## src/rtl/mem_arbiter.sv

```systemverilog
// Round-robin arbiter sharing one single-port memory between instruction fetch
// and load/store, with a fixed-latency access sequence IDLE -> BUSY -> RESP.
module mem_arbiter #(
    parameter int ADDR_W  = 32,
    parameter int DATA_W  = 32,
    parameter int MEM_LAT = 2
) (
    input  logic              clk,
    input  logic              reset,
    input  logic              if_req,
    input  logic [ADDR_W-1:0] if_addr,
    output logic              if_ack,
    input  logic              d_req,
    input  logic              d_we,
    input  logic              d_op,
    input  logic [ADDR_W-1:0] d_addr,
    input  logic [DATA_W-1:0] d_wdata,
    output logic              d_ack,
    output logic [DATA_W-1:0] rdata,
    output logic              busy,
    output logic              mem_en,
    output logic              mem_we,
    output logic              mem_op,
    output logic [ADDR_W-1:0] mem_addr,
    output logic [DATA_W-1:0] mem_wdata,
    input  logic [DATA_W-1:0] mem_rdata
);

    localparam logic       MEM_OP_WORD = 1'b0;
    localparam logic [3:0] LAT_LOAD    = 4'(MEM_LAT - 1);

    typedef enum logic [1:0] {
        ST_IDLE = 2'd0,
        ST_BUSY = 2'd1,
        ST_RESP = 2'd2
    } state_t;

    state_t            state_q,     state_d;
    logic              last_q,      last_d;
    logic              gnt_q,       gnt_d;
    logic [3:0]        cnt_q,       cnt_d;
    logic [ADDR_W-1:0] addr_q,      addr_d;
    logic [DATA_W-1:0] wdata_q,     wdata_d;
    logic              we_q,        we_d;
    logic              op_q,        op_d;
    logic [DATA_W-1:0] rdata_q,     rdata_d;
    logic              if_ack_q,    if_ack_d;
    logic              d_ack_q,     d_ack_d;
    logic              busy_q,      busy_d;
    logic              mem_en_q,    mem_en_d;
    logic              mem_we_q,    mem_we_d;
    logic              mem_op_q,    mem_op_d;
    logic [ADDR_W-1:0] mem_addr_q,  mem_addr_d;
    logic [DATA_W-1:0] mem_wdata_q, mem_wdata_d;

    // Next-state, arbitration, capture and next-output logic.
    always_comb begin
        state_d     = state_q;
        last_d      = last_q;
        gnt_d       = gnt_q;
        cnt_d       = cnt_q;
        addr_d      = addr_q;
        wdata_d     = wdata_q;
        we_d        = we_q;
        op_d        = op_q;
        rdata_d     = rdata_q;
        if_ack_d    = 1'b0;
        d_ack_d     = 1'b0;
        mem_en_d    = 1'b0;
        mem_we_d    = 1'b0;
        mem_op_d    = 1'b0;
        mem_addr_d  = {ADDR_W{1'b0}};
        mem_wdata_d = {DATA_W{1'b0}};

        case (state_q)
            ST_IDLE: begin
                if (if_req || d_req) begin
                    // Under contention the requester not served last wins.
                    if (if_req && d_req) begin
                        gnt_d = ~last_q;
                    end else begin
                        gnt_d = d_req;
                    end
                    last_d = gnt_d;
                    cnt_d  = LAT_LOAD;
                    if (gnt_d) begin
                        addr_d  = d_addr;
                        wdata_d = d_wdata;
                        we_d    = d_we;
                        op_d    = d_op;
                    end else begin
                        addr_d  = if_addr;
                        wdata_d = {DATA_W{1'b0}};
                        we_d    = 1'b0;
                        op_d    = MEM_OP_WORD;
                    end
                    state_d     = ST_BUSY;
                    mem_en_d    = 1'b1;
                    mem_we_d    = we_d;
                    mem_op_d    = op_d;
                    mem_addr_d  = addr_d;
                    mem_wdata_d = wdata_d;
                end else begin
                    state_d = ST_IDLE;
                end
            end
            ST_BUSY: begin
                if (cnt_q == 4'd0) begin
                    if (!we_q) begin
                        rdata_d = mem_rdata;
                    end else begin
                        rdata_d = rdata_q;
                    end
                    state_d  = ST_RESP;
                    if_ack_d = ~gnt_q;
                    d_ack_d  = gnt_q;
                end else begin
                    // Write strobe was only in the first BUSY cycle.
                    cnt_d       = cnt_q - 4'd1;
                    state_d     = ST_BUSY;
                    mem_en_d    = 1'b1;
                    mem_we_d    = 1'b0;
                    mem_op_d    = op_q;
                    mem_addr_d  = addr_q;
                    mem_wdata_d = wdata_q;
                end
            end
            ST_RESP: begin
                state_d = ST_IDLE;
            end
            default: begin
                state_d = ST_IDLE;
            end
        endcase

        busy_d = (state_d != ST_IDLE);
    end

    // State, capture and output registers.
    always_ff @(posedge clk or posedge reset) begin
        if (reset) begin
            state_q     <= ST_IDLE;
            last_q      <= 1'b1;
            gnt_q       <= 1'b0;
            cnt_q       <= 4'd0;
            addr_q      <= {ADDR_W{1'b0}};
            wdata_q     <= {DATA_W{1'b0}};
            we_q        <= 1'b0;
            op_q        <= 1'b0;
            rdata_q     <= {DATA_W{1'b0}};
            if_ack_q    <= 1'b0;
            d_ack_q     <= 1'b0;
            busy_q      <= 1'b0;
            mem_en_q    <= 1'b0;
            mem_we_q    <= 1'b0;
            mem_op_q    <= 1'b0;
            mem_addr_q  <= {ADDR_W{1'b0}};
            mem_wdata_q <= {DATA_W{1'b0}};
        end else begin
            state_q     <= state_d;
            last_q      <= last_d;
            gnt_q       <= gnt_d;
            cnt_q       <= cnt_d;
            addr_q      <= addr_d;
            wdata_q     <= wdata_d;
            we_q        <= we_d;
            op_q        <= op_d;
            rdata_q     <= rdata_d;
            if_ack_q    <= if_ack_d;
            d_ack_q     <= d_ack_d;
            busy_q      <= busy_d;
            mem_en_q    <= mem_en_d;
            mem_we_q    <= mem_we_d;
            mem_op_q    <= mem_op_d;
            mem_addr_q  <= mem_addr_d;
            mem_wdata_q <= mem_wdata_d;
        end
    end

    assign if_ack    = if_ack_q;
    assign d_ack     = d_ack_q;
    assign rdata     = rdata_q;
    assign busy      = busy_q;
    assign mem_en    = mem_en_q;
    assign mem_we    = mem_we_q;
    assign mem_op    = mem_op_q;
    assign mem_addr  = mem_addr_q;
    assign mem_wdata = mem_wdata_q;

endmodule
```

## config.mk

```make
export PLATFORM = sky130hd
export DESIGN_NAME = mem_arbiter
export DESIGN_NICKNAME = d
export VERILOG_FILES = /design/src/rtl/mem_arbiter.sv
export SDC_FILE = /design/constraint.sdc
export NUM_CORES = 1
export LEC_CHECK = 0
export BUFFER_PORTS_ARGS = -buffer_cell sky130_fd_sc_hd__buf_4
export CORE_MARGIN = 1
export CORE_UTILIZATION = 50
export CTS_CLUSTER_SIZE = 12
export DETAILED_ROUTE_END_ITERATION = 10
export PLACE_DENSITY = 0.8
export SYNTH_ARGS = -nofsm -noshare
export SYNTH_HDL_FRONTEND = slang
export SYNTH_SLANG_ARGS = --single-unit
```

## constraint.sdc

```tcl
create_clock -name clk -period 5.7 [get_ports clk]
set_input_delay 0.285 -clock clk [delete_from_list [all_inputs] [get_ports clk]]
set_output_delay 0.285 -clock clk [all_outputs]
set_load 0.1 [all_outputs]
```

* Yosys cells after proc, flatten, opt, wreduce, memory -nomap -nowiden
Index checks and enable logic that the tools add are counted.
** Word-level totals
- Register bits :: 176
- Bits in writable memories :: 0
- Output and inout bits :: 102
- Memory bits (read-only) :: 0
- Memories kept :: 0
- Word-level logic and storage cells :: 64
- Bits in latches :: 0
** Cells by class
- Reductions and logical operators :: 9
- Bitwise operators :: 3
- Equality and inequality tests :: 3
- Div/mod/pow operators :: 0
- Add/sub/neg operators :: 1
- Shift-type cells :: 0
- Muxes and demuxes :: 31
- Multipliers :: 0
- Magnitude comparators :: 0
** Operators by type and width (count)
- 32-bit two-way mux :: 6
- 32-bit one-hot mux with 2 select lines :: 2
- 1-bit two-way mux :: 16
- 4-bit two-way mux :: 2
- 4-bit one-hot mux with 2 select lines :: 1
- 3-bit AND reduction :: 2
- 4-bit logical NOT :: 1
- 2-bit != test, second input constant :: 2
- 1-bit one-hot mux with 2 select lines :: 2
- 2-bit one-hot mux with 2 select lines :: 1
- 2-bit nonzero test :: 2
- 4-bit by 1-bit subtractor with 4-bit output, second input constant :: 1
- 1-bit inverter :: 3
- 2-bit by 1-bit equality test with 1-bit output, second input constant :: 1
- 2-bit logical NOT :: 1
- 2-bit two-way mux :: 1
- 2-bit AND reduction :: 1
- 1-bit logical AND :: 1
- 1-bit logical OR :: 1

* Longest topological paths before layout
- Depth in word-level cells :: 7
- Gate-level depth with buffers :: 7

* Worst setup path after synthesis
OpenSTA, ideal clock, no wires.
- Path type :: register to register
- Start point :: reg state_q[0]
- End point :: reg wdata_q[0]
- Setup time :: 0.121 ns
- Clock period less this slack :: 2.281 ns
- Arrival :: 2.160 ns
- Path slack :: 3.419 ns
- Stages on the path, launching flop included :: 7
- Cell sequence :: dfrtp_1 > or2_2 > clkbuf_1 > or2_1 > buf_2 > buf_1 > a22o_1
** Between the ends
- Cells in the longest elaborated chain, start to end :: 2
** Ends and longest elaborated chain
- start, declared :: RTL line 38 : state_t state_q, state_d;
- start signal, assigned :: RTL line 160 : state_q <= state_d;
- 2-bit logical NOT :: RTL line 75 : case (state_q)
- 2-bit AND reduction (no line)
- end signal, assigned :: RTL line 147 : wdata_q <= {DATA_W{1'b0}};
- end signal, assigned :: RTL line 165 : wdata_q <= wdata_d;
- end, declared :: RTL line 43 : logic [DATA_W-1:0] wdata_q, wdata_d;
No other way between the ends.
A chain may end at the register's enable or synchronous reset.

* Worst setup path after layout
- Start point :: reg cnt_q[0]
- End point :: reg rdata_q[24] (netlist: rdata[24])
** Between the ends
- Cells in the longest elaborated chain, start to end :: 2
** Ends and longest elaborated chain
- start, declared :: RTL line 41 : logic [3:0] cnt_q, cnt_d;
- start signal, assigned :: RTL line 163 : cnt_q <= cnt_d;
- 4-bit logical NOT :: RTL line 108 : if (cnt_q == 4'd0) begin
- 3-bit AND reduction (no line)
- end signal, assigned :: RTL line 150 : rdata_q <= {DATA_W{1'b0}};
- end signal, assigned :: RTL line 168 : rdata_q <= rdata_d;
- end, declared :: RTL line 46 : logic [DATA_W-1:0] rdata_q, rdata_d;
No other way between the ends.

==> metrics.txt <==
# TYPE chip_impl_metric gauge
chip_impl_metric{name="postCtsSetupBuffers",unit=""} 0
chip_impl_metric{name="finalWeightedCongestion",unit=""} 0.806
chip_impl_info{name="regToRegStartpoint",value="cnt_q[0]"} 1
chip_impl_metric{name="detailedRoute.firstPassIterationCount",unit=""} 5
chip_impl_metric{name="wirelength",unit="µm"} 16400
chip_impl_info{name="run_status",value="finished, final reports clean"} 1
chip_impl_metric{name="post_synth_inst_count",unit=""} 480
chip_impl_metric{name="grt_max_degree",unit=""} 104
chip_impl_metric{name="grt_remaining_overflow",unit=""} 0
chip_impl_metric{name="peak_fanout_along_the_critical_path",unit=""} 32
chip_impl_metric{name="post_cts_resize_count",unit=""} 0
chip_impl_metric{name="die_area",unit="µm²"} 14100
chip_impl_metric{name="cts_inserted_buffers",unit=""} 17
chip_impl_metric{name="drive_gt1_share",unit="%"} 44.4
chip_impl_metric{name="grt_pass1_vias",unit=""} 5031
chip_impl_metric{name="layout_worst_path_cycle_share",unit="%"} 44.8
chip_impl_metric{name="post-route-drc-count",unit=""} 0
chip_impl_metric{name="totalNegativeSetupSlack",unit="ps"} 0
chip_impl_metric{name="hold_buffers",unit=""} 0
chip_impl_info{name="final_cell_mix",value="buf_4 (240), dfrtp_1 (174), a22o_1 (67)"} 1
chip_impl_metric{name="tightestPinTransition",unit="ps"} 1070
chip_impl_metric{name="synth_nets",unit=""} 616
chip_impl_metric{name="post_synth_num_cell_types",unit=""} 34
chip_impl_metric{name="die-height",unit="µm"} 119
chip_impl_metric{name="maximum_clock_frequency",unit="MHz"} 392
chip_impl_metric{name="drt-initial-drc-count",unit=""} 325
chip_impl_metric{name="detail_route.vias_per_cell",unit=""} 5.56
chip_impl_metric{name="timing.reg2reg.setup_slack",unit="ps"} 3150
chip_impl_metric{name="synth_edf_count",unit=""} 0
chip_impl_metric{name="io_count",unit=""} 236
chip_impl_metric{name="insertedDiodeCount",unit=""} 0
chip_impl_metric{name="initial_utilization",unit="%"} 51.5
chip_impl_metric{name="nNetsFinal",unit=""} 834
chip_impl_metric{name="synth_warnings",unit=""} 0
chip_impl_metric{name="timing.final.hold_violations",unit=""} 0
chip_impl_metric{name="placementRows",unit=""} 42
chip_impl_metric{name="portBuffers",unit=""} 235
chip_impl_metric{name="setup_viol",unit=""} 0
chip_impl_info{name="startpoint",value="cnt_q[0]"} 1
chip_impl_metric{name="fin_worst_skew",unit="ps"} 7.79
chip_impl_info{name="critical_path.startpoint_type",value="register"} 1
chip_impl_metric{name="cp_data_required_time",unit="ps"} 5990
chip_impl_info{name="clockRootBuffer",value="clkbuf_16"} 1
chip_impl_metric{name="die_x",unit="µm"} 119
chip_impl_metric{name="wire_length_of_the_first_global_routing_pass",unit="µm"} 26300
chip_impl_metric{name="slew_violations",unit=""} 0
chip_impl_metric{name="syn_area",unit="µm²"} 6820
chip_impl_info{name="tritoncts",value="yes"} 1
chip_impl_metric{name="timing.slew.headroom",unit="%"} 28.9
chip_impl_metric{name="synth.yosys.seq_area_share",unit="%"} 64.3
chip_impl_metric{name="antenna_found_initial",unit=""} 0
chip_impl_metric{name="htree_levels",unit=""} 4
chip_impl_metric{name="grt_util_all_layers",unit="%"} 24.0
chip_impl_metric{name="core_area",unit="µm²"} 13200
chip_impl_metric{name="routed_len_inst",unit="µm"} 18.5
chip_impl_info{name="final_common_cell",value="buf_4"} 1
chip_impl_metric{name="synth_async_sr_flop_share",unit="%"} 100
chip_impl_metric{name="finalWorstPathRequiredPeriod",unit="ps"} 2550
chip_impl_metric{name="layout-area-overhead-vs-synth",unit="%"} 35.6
chip_impl_metric{name="clkLatencyLatePin",unit="ps"} 410
chip_impl_info{name="rsz_0062_raised_after_global_routing",value="false"} 1
chip_impl_metric{name="critical_path_arrival",unit="ps"} 2840
chip_impl_info{name="worst_hold_path_type",value="input port to asynchronous set/reset pin"} 1
chip_impl_metric{name="ys_ff_latch",unit=""} 175
chip_impl_metric{name="cts.clk_slew.worst_paths",unit="ps"} 70
chip_impl_metric{name="drv.max_cap_violation_count",unit=""} 0
chip_impl_info{name="ys.flop_type",value="dfrtp_1"} 1
chip_impl_metric{name="detail-route-antenna-nets",unit=""} 0
chip_impl_metric{name="clock_sink_count",unit=""} 175
chip_impl_info{name="worst_setup_path_end_kind",value="register"} 1
chip_impl_metric{name="syn-mean-instance-area",unit="µm²"} 14.2
chip_impl_metric{name="half_perimeter_wire_length_after_detailed_placement",unit="µm"} 10800
chip_impl_info{name="crit_type",value="register to register"} 1
chip_impl_metric{name="max-clock-path-buffers",unit=""} 2
chip_impl_metric{name="vias",unit=""} 4929
stage by stage:
step	instances	hold slack [ps]	worst slack [ps]	cell area, µm²	utilization (%)
after detailed placement	855	462	3160	8650	65.3
after CTS	887	74.0	3150	9240	69.8
after global placement	855	460	3240	8650	65.3
after global routing	887	79.2	3040	9240	69.8
after floorplan	480	414	671	6820	-
final	887	46.6	3150	9240	69.8
layer usage:
layer | GRT usage [%] | up-vias | routed length [µm]
met2 | 38.9 | 237 | 8190
met3 | 5.89 | 21 | 1240
met4 | 7.91 | 0 | 210
met5 | 0 | - | 0
met1 | 31.8 | 2459 | 6720
li1 | - | 2212 | -
logic make-up after synthesis:
family | count (synthesis) | synth area share (%)
fa+ha+maj | 2 | 0.367
compound gates | 171 | 18.3
flops | 175 | 64.3
mux | 66 | 12.0
buf+inv | 46 | 3.40
simple gates | 20 | 1.67
final timing paths:
check	end	cells past startpoint
worst max-delay path	rdata[24]	5
worst min-delay path	rdata[19]	2
worst max register to register	rdata[24]	5
worst min register to register	if_ack	1
max in group asynchronous	wdata_q[21]	3
min in group clk	mem_we	2
sequential cells by signal, indices dropped and copies added, names as in the netlist, 2 cells and up:
register,flops
rdata,32
mem_wdata,32
wdata_q,32
cnt_q,4
addr_q,32
state_q,2
mem_addr,32
area by class of cell:
type                       count  area, µm²
sequential                   175       4380
clock inverter                12        133
tap                          176        220
inverter                       5       23.8
timing repair buffer         240       1800
clock buffer                  20        457
multi-input combinational    259       2220
fill                         908       4000
cells in the mapped netlist, types with 2 or more instances:
library cell | n | share of area [%]
a31o_2 | 2 | 0.26
ha_1 | 2 | 0.37
buf_12 | 3 | 0.88
nor2_1 | 4 | 0.22
clkbuf_1 | 29 | 1.6
buf_1 | 6 | 0.33
o2bb2ai_1 | 32 | 4.1
a22o_1 | 67 | 8.6
mux2_2 | 3 | 0.50
dfrtp_1 | 174 | 64
mux2i_1 | 33 | 4.8
inv_1 | 5 | 0.28
mux2_4 | 30 | 6.6
buf_2 | 2 | 0.15
a21o_1 | 2 | 0.22
o21ai_0 | 65 | 4.8
nor3_1 | 3 | 0.22
nand2_1 | 2 | 0.11
worst max-delay path: stages (launching register included):
cell and delay, ps:
dfrtp_1 380, inv_1 110, ha_1 190, or3b_4 400, or3_2 890, mux2_4 450
Power is left out: the tool's default activity adds up to more than one toggle a clock period on the data nets, which glitch-free logic cannot reach.
